<file path="src/rtl/pwm_reg_scheduler.sv">
// -----------------------------------------------------------------------------
// pwm_reg_scheduler
//
// Sits between the SPI register-write decode and the PWM output stage.
// Register writes land in five 8-bit shadow registers, each with a dirty bit.
// Dirty shadows are copied to the active configuration only at a PWM period
// boundary, either a natural counter wrap or a forced commit. Because of this,
// the active registers never change in the middle of a period. The block also
// owns the prescaler and the 8-bit period counter that define those boundaries.
//
// Parameters
//   DIV            prescaler ratio; one PWM tick every DIV clk cycles (1..65535)
//
// Ports
//   clk            system clock, rising edge
//   rst_n          asynchronous active-low reset
//   wr_valid       single-cycle write strobe
//   wr_addr[6:0]   0x00 en_out[7:0], 0x01 en_out[15:8], 0x02 en_pwm_mode[7:0],
//                  0x03 en_pwm_mode[15:8], 0x04 pwm_duty_cycle
//   wr_data[7:0]   write data
//   commit_now     single-cycle force-commit request (also restarts the period)
//   en_out         active output-enable register
//   en_pwm_mode    active PWM-mode register
//   pwm_duty_cycle active duty cycle
//   pwm_cnt        PWM period counter
//   period_start   high for the first clk cycle of each period
//   pending        at least one shadow register is dirty
//   wr_err         one-cycle pulse, one cycle after a write to an unmapped address
// -----------------------------------------------------------------------------
module pwm_reg_scheduler #(
  parameter int unsigned DIV = 4
) (
  input  logic        clk,
  input  logic        rst_n,
  input  logic        wr_valid,
  input  logic [6:0]  wr_addr,
  input  logic [7:0]  wr_data,
  input  logic        commit_now,
  output logic [15:0] en_out,
  output logic [15:0] en_pwm_mode,
  output logic [7:0]  pwm_duty_cycle,
  output logic [7:0]  pwm_cnt,
  output logic        period_start,
  output logic        pending,
  output logic        wr_err
);

  localparam int unsigned NREG     = 5;
  localparam logic [15:0] PRESC_MAX = 16'(DIV - 1);
  localparam logic [7:0]  CNT_MAX   = 8'hFF;
  localparam logic [6:0]  LAST_ADDR = 7'(NREG - 1);

  typedef enum logic {
    ST_IDLE    = 1'b0,
    ST_PENDING = 1'b1
  } state_t;

  // Timebase state
  logic [15:0] r_presc;
  logic [7:0]  r_cnt;
  logic        r_period_start;

  // Register file: shadow copies, dirty flags, active copies
  logic [7:0]  r_shadow [NREG];
  logic [7:0]  r_active [NREG];
  logic [NREG-1:0] r_dirty;

  logic        r_wr_err;
  state_t      r_state;
  state_t      w_state_nxt;

  logic        w_tick;
  logic        w_wrap;
  logic        w_boundary;
  logic [NREG-1:0] w_wr_hit;
  logic        w_wr_unmapped;

  // ---------------------------------------------------------------------------
  // Timebase decode
  // ---------------------------------------------------------------------------
  assign w_tick     = (r_presc == PRESC_MAX);
  assign w_wrap     = w_tick && (r_cnt == CNT_MAX);
  // A forced commit lands on exactly the same next state as a natural wrap
  // (prescaler and counter both to 0), so the two can simply be OR-ed.
  assign w_boundary = w_wrap || commit_now;

  // ---------------------------------------------------------------------------
  // Write address decode
  // ---------------------------------------------------------------------------
  always_comb begin
    w_wr_hit = '0;
    for (int i = 0; i < int'(NREG); i++) begin
      w_wr_hit[i] = wr_valid && (wr_addr == 7'(i));
    end
  end

  assign w_wr_unmapped = wr_valid && (wr_addr > LAST_ADDR);

  // ---------------------------------------------------------------------------
  // Prescaler and period counter
  // ---------------------------------------------------------------------------
  always_ff @(posedge clk or negedge rst_n) begin
    if (!rst_n) begin
      r_presc        <= '0;
      r_cnt          <= '0;
      r_period_start <= 1'b0;
    end else begin
      r_period_start <= w_boundary;
      if (w_boundary) begin
        r_presc <= '0;
        r_cnt   <= '0;
      end else if (w_tick) begin
        r_presc <= '0;
        r_cnt   <= r_cnt + 8'd1;
      end else begin
        r_presc <= r_presc + 16'd1;
      end
    end
  end

  // ---------------------------------------------------------------------------
  // Shadow / active registers
  // A write landing on a boundary edge bypasses straight into the active byte
  // and leaves its dirty bit clear, so it is committed at this boundary rather
  // than lingering until the next one.
  // ---------------------------------------------------------------------------
  always_ff @(posedge clk or negedge rst_n) begin
    if (!rst_n) begin
      for (int i = 0; i < int'(NREG); i++) begin
        r_shadow[i] <= '0;
        r_active[i] <= '0;
      end
      r_dirty <= '0;
    end else begin
      for (int i = 0; i < int'(NREG); i++) begin
        if (w_wr_hit[i]) begin
          r_shadow[i] <= wr_data;
        end
        if (w_boundary) begin
          if (w_wr_hit[i]) begin
            r_active[i] <= wr_data;
          end else if (r_dirty[i]) begin
            r_active[i] <= r_shadow[i];
          end
          r_dirty[i] <= 1'b0;
        end else if (w_wr_hit[i]) begin
          r_dirty[i] <= 1'b1;
        end
      end
    end
  end

  // ---------------------------------------------------------------------------
  // Unmapped-write error flag
  // ---------------------------------------------------------------------------
  always_ff @(posedge clk or negedge rst_n) begin
    if (!rst_n) begin
      r_wr_err <= 1'b0;
    end else begin
      r_wr_err <= w_wr_unmapped;
    end
  end

  // ---------------------------------------------------------------------------
  // Commit FSM: state register
  // ---------------------------------------------------------------------------
  always_ff @(posedge clk or negedge rst_n) begin
    if (!rst_n) begin
      r_state <= ST_IDLE;
    end else begin
      r_state <= w_state_nxt;
    end
  end

  // ---------------------------------------------------------------------------
  // Commit FSM: next state
  // Tracks OR of the dirty bits: any boundary empties the shadow set, and a
  // write off a boundary always leaves at least one byte dirty.
  // ---------------------------------------------------------------------------
  always_comb begin
    w_state_nxt = r_state;
    case (r_state)
      ST_IDLE: begin
        if (!w_boundary && (|w_wr_hit)) begin
          w_state_nxt = ST_PENDING;
        end
      end
      ST_PENDING: begin
        if (w_boundary) begin
          w_state_nxt = ST_IDLE;
        end
      end
      default: w_state_nxt = ST_IDLE;
    endcase
  end

  // ---------------------------------------------------------------------------
  // Commit FSM: outputs
  // ---------------------------------------------------------------------------
  always_comb begin
    pending = 1'b0;
    case (r_state)
      ST_IDLE:    pending = 1'b0;
      ST_PENDING: pending = 1'b1;
      default:    pending = 1'b0;
    endcase
  end

  // ---------------------------------------------------------------------------
  // Output mapping
  // ---------------------------------------------------------------------------
  assign en_out         = {r_active[1], r_active[0]};
  assign en_pwm_mode    = {r_active[3], r_active[2]};
  assign pwm_duty_cycle = r_active[4];
  assign pwm_cnt        = r_cnt;
  assign period_start   = r_period_start;
  assign wr_err         = r_wr_err;

endmodule

</file>
<file path="config.mk">
export PLATFORM = sky130hd
export DESIGN_NAME = pwm_reg_scheduler
export DESIGN_NICKNAME = d
export VERILOG_FILES = /design/src/rtl/pwm_reg_scheduler.sv
export SDC_FILE = /design/constraint.sdc
export NUM_CORES = 1
export LEC_CHECK = 0
export BUFFER_PORTS_ARGS = -buffer_cell sky130_fd_sc_hd__buf_4
export CAP_MARGIN = 10
export CORE_ASPECT_RATIO = 1.1
export CORE_MARGIN = 2
export CORE_UTILIZATION = 50
export DETAILED_ROUTE_END_ITERATION = 10
export HOLD_SLACK_MARGIN = 0.05
export PLACE_DENSITY_LB_ADDON = 0.25
export SYNTH_ARGS = -nofsm -noshare
export SYNTH_HDL_FRONTEND = slang
export SYNTH_SLANG_ARGS = --single-unit
</file>
<file path="constraint.sdc">
create_clock -name clk -period 6 [get_ports clk]
set_input_delay 1.2 -clock clk [delete_from_list [all_inputs] [get_ports clk]]
set_output_delay 1.2 -clock clk [all_outputs]
set_load 0.05 [all_outputs]
</file>
==> results.ini, run 1 <==
[outcome]
status = complete, no violations

[critical_path]
worstPathArrival_ns = 3.66
slowest_stage = nor4_2
crit_path_end = pwm_duty_cycle[7]
critPathLaunch = wr_addr[3]
rr_startpoint = r_presc[0]
worst-r2r-setup-slack_ns = 3.60
crit_type = input port to flip-flop
cp_max_fo = 12
crit_chain = buf_4, nor4_2, nand4_1, mux2_2, mux2_2
worstSetupEndpointType = flip-flop
cp_common_cell = mux2_2
worst_setup_path_start_kind = input port
crit_required_ns = 6.25
slowest_delay_ns = 0.93
rr_worst_depth = 5
r2r-end = r_presc[13]

[cts]
insertion_delay_ns = 0.37
cts.hold.buffers_added = 0
clock_path_buffers = 2
cts_buffers = 9
clock-sinks = 112
htreeDepth = 3
post_cts_buffers = 0
tritoncts = done
cts_resized = 0
path_clk_slew_ns = 0.10
cts_root_buffer = clkbuf_8

[floorplan]
rows = 37
start_util = 0.515
die_area_um2 = 10500
die_w_um = 97.8
core_area_um2 = 9400
ios = 70
die_height_um = 107

[yosys]
yosysSeqAreaShare = 0.579
syn_avg_cell_area_um2 = 13.3
async_flop_share = 1.00
yosysWarningCount = 0
synth_area_leaders = dfrtp_1, mux2_2, mux2i_1, a2bb2oi_1, nand2b_1
syn_nets = 384
syn_area_um2 = 4840
synth_seq_cells = 112
synth_top_family_by_area = multiplexers
synth_cell_types = 41
synth_xor_area_frac = 0.0181
synthSimpleGateAreaFrac = 0.130
yosysTopAreaCell = dfrtp_1
yosys.area.top_type_share = 0.579
synth_fa_ha_area_frac = 0.00517
synth_compound_gate_area_share = 0.0688
synthMuxAreaShare = 0.189
synthMostInstantiatedCell = dfrtp_1
synth_edf_count = 0
synthCells = 363
ys_top_cells_by_count = dfrtp_1, mux2_2, nor2_1
synth_top_flop_cell = dfrtp_1

[global_route]
track_usage = 0.198
gr-total-overflow = 0
grt_pass1_vias = 3328
grt_pass1_wl_um = 16600
antenna_found_initial = 0
grt_max_degree = 71

[sta]
worstMarginPinSlew_ns = 1.09
hold_viol_final = 0
tns_ns = 0
period_share = 0.567
grt_setup_unrepaired = no
timing.fmax_mhz = 294
period_minus_slack_ns = 3.40
slew_headroom = 0.269
report.final.slew_viol_count = 0
setup_violations = 0
fin_skew_ns = 0.0138

[drt]
met1_length_um = 4330
vias = 3173
first_pass_iters = 4
wl_met3_um = 405
routed_wl_um = 9750
wl_per_cell_um = 17.5
drc_errors = 0
drt_iter0_markers = 86
via_per_inst = 5.69
highest_layer = met4
ant_nets = 0
wl_met2_um = 4890

[layout]
num_antenna_cells = 0
area_growth_pct = 17.3
nets = 457
finalInstanceArea_um2 = 5680
layout.cells.non_filler = 558
fin_util = 0.604
drive_above_1_share = 0.372
n_fill_cell = 757

[min_path]
hold_path_depth = 1
hold_path_class = flip-flop to flip-flop

[run]
drv_cap = 0

[pwr]
p_leak_nw = 2.84
irDropWorstVdd_v = 0.000195
power_density_nw_per_um2 = 268

[placement]
dpl.hpwl_um = 6660
place_congestion = 0.758
port-buffer-count = 69
place_area_um2 = 5470
dp_cells = 541

## how the worst min path moves through the flow
stage / start / endpoint / slack [ns]
2_1_floorplan: r_presc[0] / r_presc[0] / 0.46
3_3_place_gp: r_shadow[32] / r_shadow[32] / 0.47
3_5_place_dp: r_shadow[34] / r_shadow[34] / 0.48
4_1_cts: r_presc[0] / r_presc[0] / 0.50
5_1_grt: r_shadow[19] / r_shadow[19] / 0.52
6_report: r_presc[0] / r_presc[0] / 0.50
## cell usage in the layout, fill, tap and decap left out, types with 2 or more instances in the layout
master / instances
nor3_2: 2
xnor2_1: 3
or4_1: 4
nand2b_1: 17
dfrtp_1: 112
and4_1: 3
nor3_1: 2
nor2_1: 21
nor4bb_1: 2
mux2_2: 65
o2bb2a_1: 2
or3_1: 8
and2_1: 2
o31ai_1: 2
a21oi_1: 12
o21ai_0: 8
nor3_4: 3
xor2_1: 7
nand3_1: 5
a41oi_1: 2
a2bb2oi_1: 14
clkbuf_8: 9
clkinv_4: 3
ha_1: 2
inv_1: 2
nand2_1: 13
nor4_2: 3
buf_4: 70
nand4_1: 7
mux2i_1: 17
nor2b_1: 3
## power by group
group / leakage (nW) / switching [W] / total [W] / internal, W
Clock: 0.0957 / 0.000266 / 0.000427 / 0.000162
Sequential: 1.53 / 0.0000297 / 0.000835 / 0.000806
Combinational: 1.21 / 0.000169 / 0.000258 / 0.0000892
Total: 2.84 / 0.000464 / 0.00152 / 0.00106
## kinds of logic after synthesis
family,after synthesis
mux,83
flops,112
simple gates,101
fa+ha+maj,2
compound gates,44
xor+xnor,10
buf+inv,11
## layout make-up
type,instances,area (µm²),area share
flip-flops and latches,112,2800,0.494
multi-input cells,240,1990,0.351
repair buffers,71,541,0.0952
well taps,117,146,0.0258
clock buffers,10,128,0.0225
clock inverters,6,62.6,0.0110
inverters,2,7.51,0.00132
## metrics by stage
stage	hold slack [ns]	worst slack (ns)	total power, W
finish	0.496	2.60	0.00152
global route	0.516	2.41	0.00159
floorplan	0.455	3.35	0.00101
CTS	0.500	2.64	0.00154
detailed placement	0.480	2.23	0.00111
global placement	0.474	2.37	0.00110
## state kept, by name (all words and copies together) (netlist names)
signal / cells
r_dirty: 5
wr_err: 1
r_shadow: 40
r_state: 1
en_out: 16
r_presc: 16
period_start: 1
pwm_duty_cycle: 8
pwm_cnt: 8
en_pwm_mode: 16
## per-layer routing
metal | vias up | global-route usage
li1 | 1472 | -
met1 | 1619 | 0.261
met2 | 70 | 0.332
met3 | 12 | 0.0482
met4 | 0 | 0.0546
met5 | - | 0
## critical path, delay by kind of cell
| family | cells | cell delay, ns |
|---|---|---|
| and+or+nand+nor | 2 | 1.60 |
| muxes | 2 | 0.75 |
| buffers and inverters | 1 | 0.11 |
Note: power is estimated with default switching activity, not from simulation.
==> run 2: changes to the inputs <==
- clock period: 6 -> 3.2 ns (I/O delays scaled with it)
==> run 2 against run 1 <==
Against the previous run:
- routed wire length down 0.97%
- final cell count up 0.54%
- die area unchanged
- clock skew down 0.0081 ns
- critical path type is now flip-flop to flip-flop
- combinational power up 89%
- highest routed layer unchanged
- critical path depth unchanged
- setup slack worse by 1.7 ns
- design area up 1.0%
- flip-flop and latch count unchanged
==> results.ini, run 2 (synthesized netlist as in run 1, its figures left out) <==
[layout]
top_register = r_shadow
final_common_cell = dfrtp_1
num_antenna_cells = 0
area_growth_pct = 18.5
finalInstanceArea_um2 = 5740
multiInputGateArea_um2 = 1990
final_cell_mix = dfrtp_1, buf_4, mux2_2
n_fill_cell = 757
nets = 460
fin_util = 0.610
largest_reg_flops = 40
drive_above_1_share = 0.376
ff_latch_area_um2 = 2800

[cts]
cts_buffers = 9
cts_root_buffer = clkbuf_8
clock-sinks = 112
clock_path_buffers = 2
htreeDepth = 3
cts_resized = 0
insertion_delay_ns = 0.37
tritoncts = done
cts.hold.buffers_added = 0
post_cts_buffers = 0
path_clk_slew_ns = 0.10

[critical_path]
cp_max_fo = 8
worstSetupEndpointType = flip-flop
crit_type = flip-flop to flip-flop
crit_required_ns = 3.46
cp.depth = 5
crit_family = simple AND/OR/NAND/NOR gates
worstPathArrival_ns = 2.58
rr_worst_depth = 5
slowest_stage = nor3_4
crit_chain = ha_1, nor4b_2, a41oi_4, nor3_4, mux2_2
crit_buf_inv = 0
slowest_delay_ns = 0.55
worst_setup_path_start_kind = flip-flop

[floorplan]
ios = 70
core_area_um2 = 9400
start_util = 0.515
die_w_um = 97.8
die_height_um = 107
rows = 37
die_area_um2 = 10500

[drt]
drt_iter0_markers = 160
first_pass_iters = 4
wl_per_cell_um = 17.2
ant_nets = 0
via_per_inst = 5.66
drc_errors = 0
vias = 3178
routed_wl_um = 9660

[min_path]
hold_path_class = input port to async pin

[sta]
finalHoldWorstSlack_ns = 0.308
slew_headroom = 0.484
fin_skew_ns = 0.00569
worstMarginPinSlew_ns = 0.773
grt_setup_unrepaired = no
period_share = 0.727
setup_violations = 0
timing.fmax_mhz = 430
report.final.slew_viol_count = 0
period_minus_slack_ns = 2.33
hold_viol_final = 0
tns_ns = 0

[global_route]
grt_max_degree = 56
gr-total-overflow = 0
antenna_found_initial = 0
grt_pass1_vias = 3301
grt_pass1_wl_um = 16400
track_usage = 0.197

[placement]
place_area_um2 = 5520
dpl.hpwl_um = 6630
place_congestion = 0.763
port-buffer-count = 69

[outcome]
status = complete, no violations

[pwr]
power_density_nw_per_um2 = 520
power.total_w = 0.00298
irDropWorstVdd_v = 0.000400
p_leak_nw = 2.86

[run]
drv_cap = 0

-- run 2: cell count changes in the layout (fill, tap and decap cells not counted) --
cell / before / now
buf_4: 70 / 73
buf_8: 1 / 0
buf_12: 0 / 1
clkinv_2: 0 / 1
bufinv_16: 0 / 2
clkbuf_8: 9 / 10
clkinv_4: 3 / 0
clkinv_8: 1 / 0
clkinvlp_4: 0 / 2
inv_8: 1 / 0
inv_6: 1 / 0
-- run 2: layout make-up --
cell class                      instances  area share
Multi-Input combinational cell        240       0.347
Timing Repair Buffer                   74      0.0990
Tap cell                              117      0.0255
Clock buffer                           11      0.0246
Inverter                                2     0.00131
Sequential cell                       112       0.489
Clock inverter                          5      0.0140
-- run 2: path summary, 6_finish.rpt --
kind	from	endpoint	slack, ns
worst max-delay path	r_presc[0]	en_out[3]	0.87
worst min-delay path	rst_n	pwm_cnt[5]	0.31
worst max register to register	r_presc[0]	en_out[3]	0.87
worst min register to register	r_presc[0]	r_presc[0]	0.49
max in group asynchronous	rst_n	r_shadow[18]	2.11
min in group clk	r_presc[0]	r_presc[0]	0.49
-- run 2: routing by layer --
layer  part of all wire  wire length [µm]  GRT usage
met2               0.49              4770      0.327
met1               0.44              4260      0.256
met3              0.046               449     0.0404
met4              0.018               177     0.0774
met5                  0                 0          0
-- run 2: through the flow --
step / std cells / setup slack, ns
4_1_cts: 561 / 0.822
6_report: 561 / 0.874
5_1_grt: 561 / 0.652
3_5_place_dp: 545 / 0.694
3_3_place_gp: 545 / 0.729
2_1_floorplan: 363 / 1.04
-- run 2: where the power goes --
group          internal [W]  total, W  switching, W  leakage [nW]
registers           0.00151   0.00157     0.0000566          1.53
clock network      0.000462  0.000927      0.000465         0.106
logic              0.000170  0.000487      0.000317          1.22
total               0.00214   0.00298      0.000839          2.86
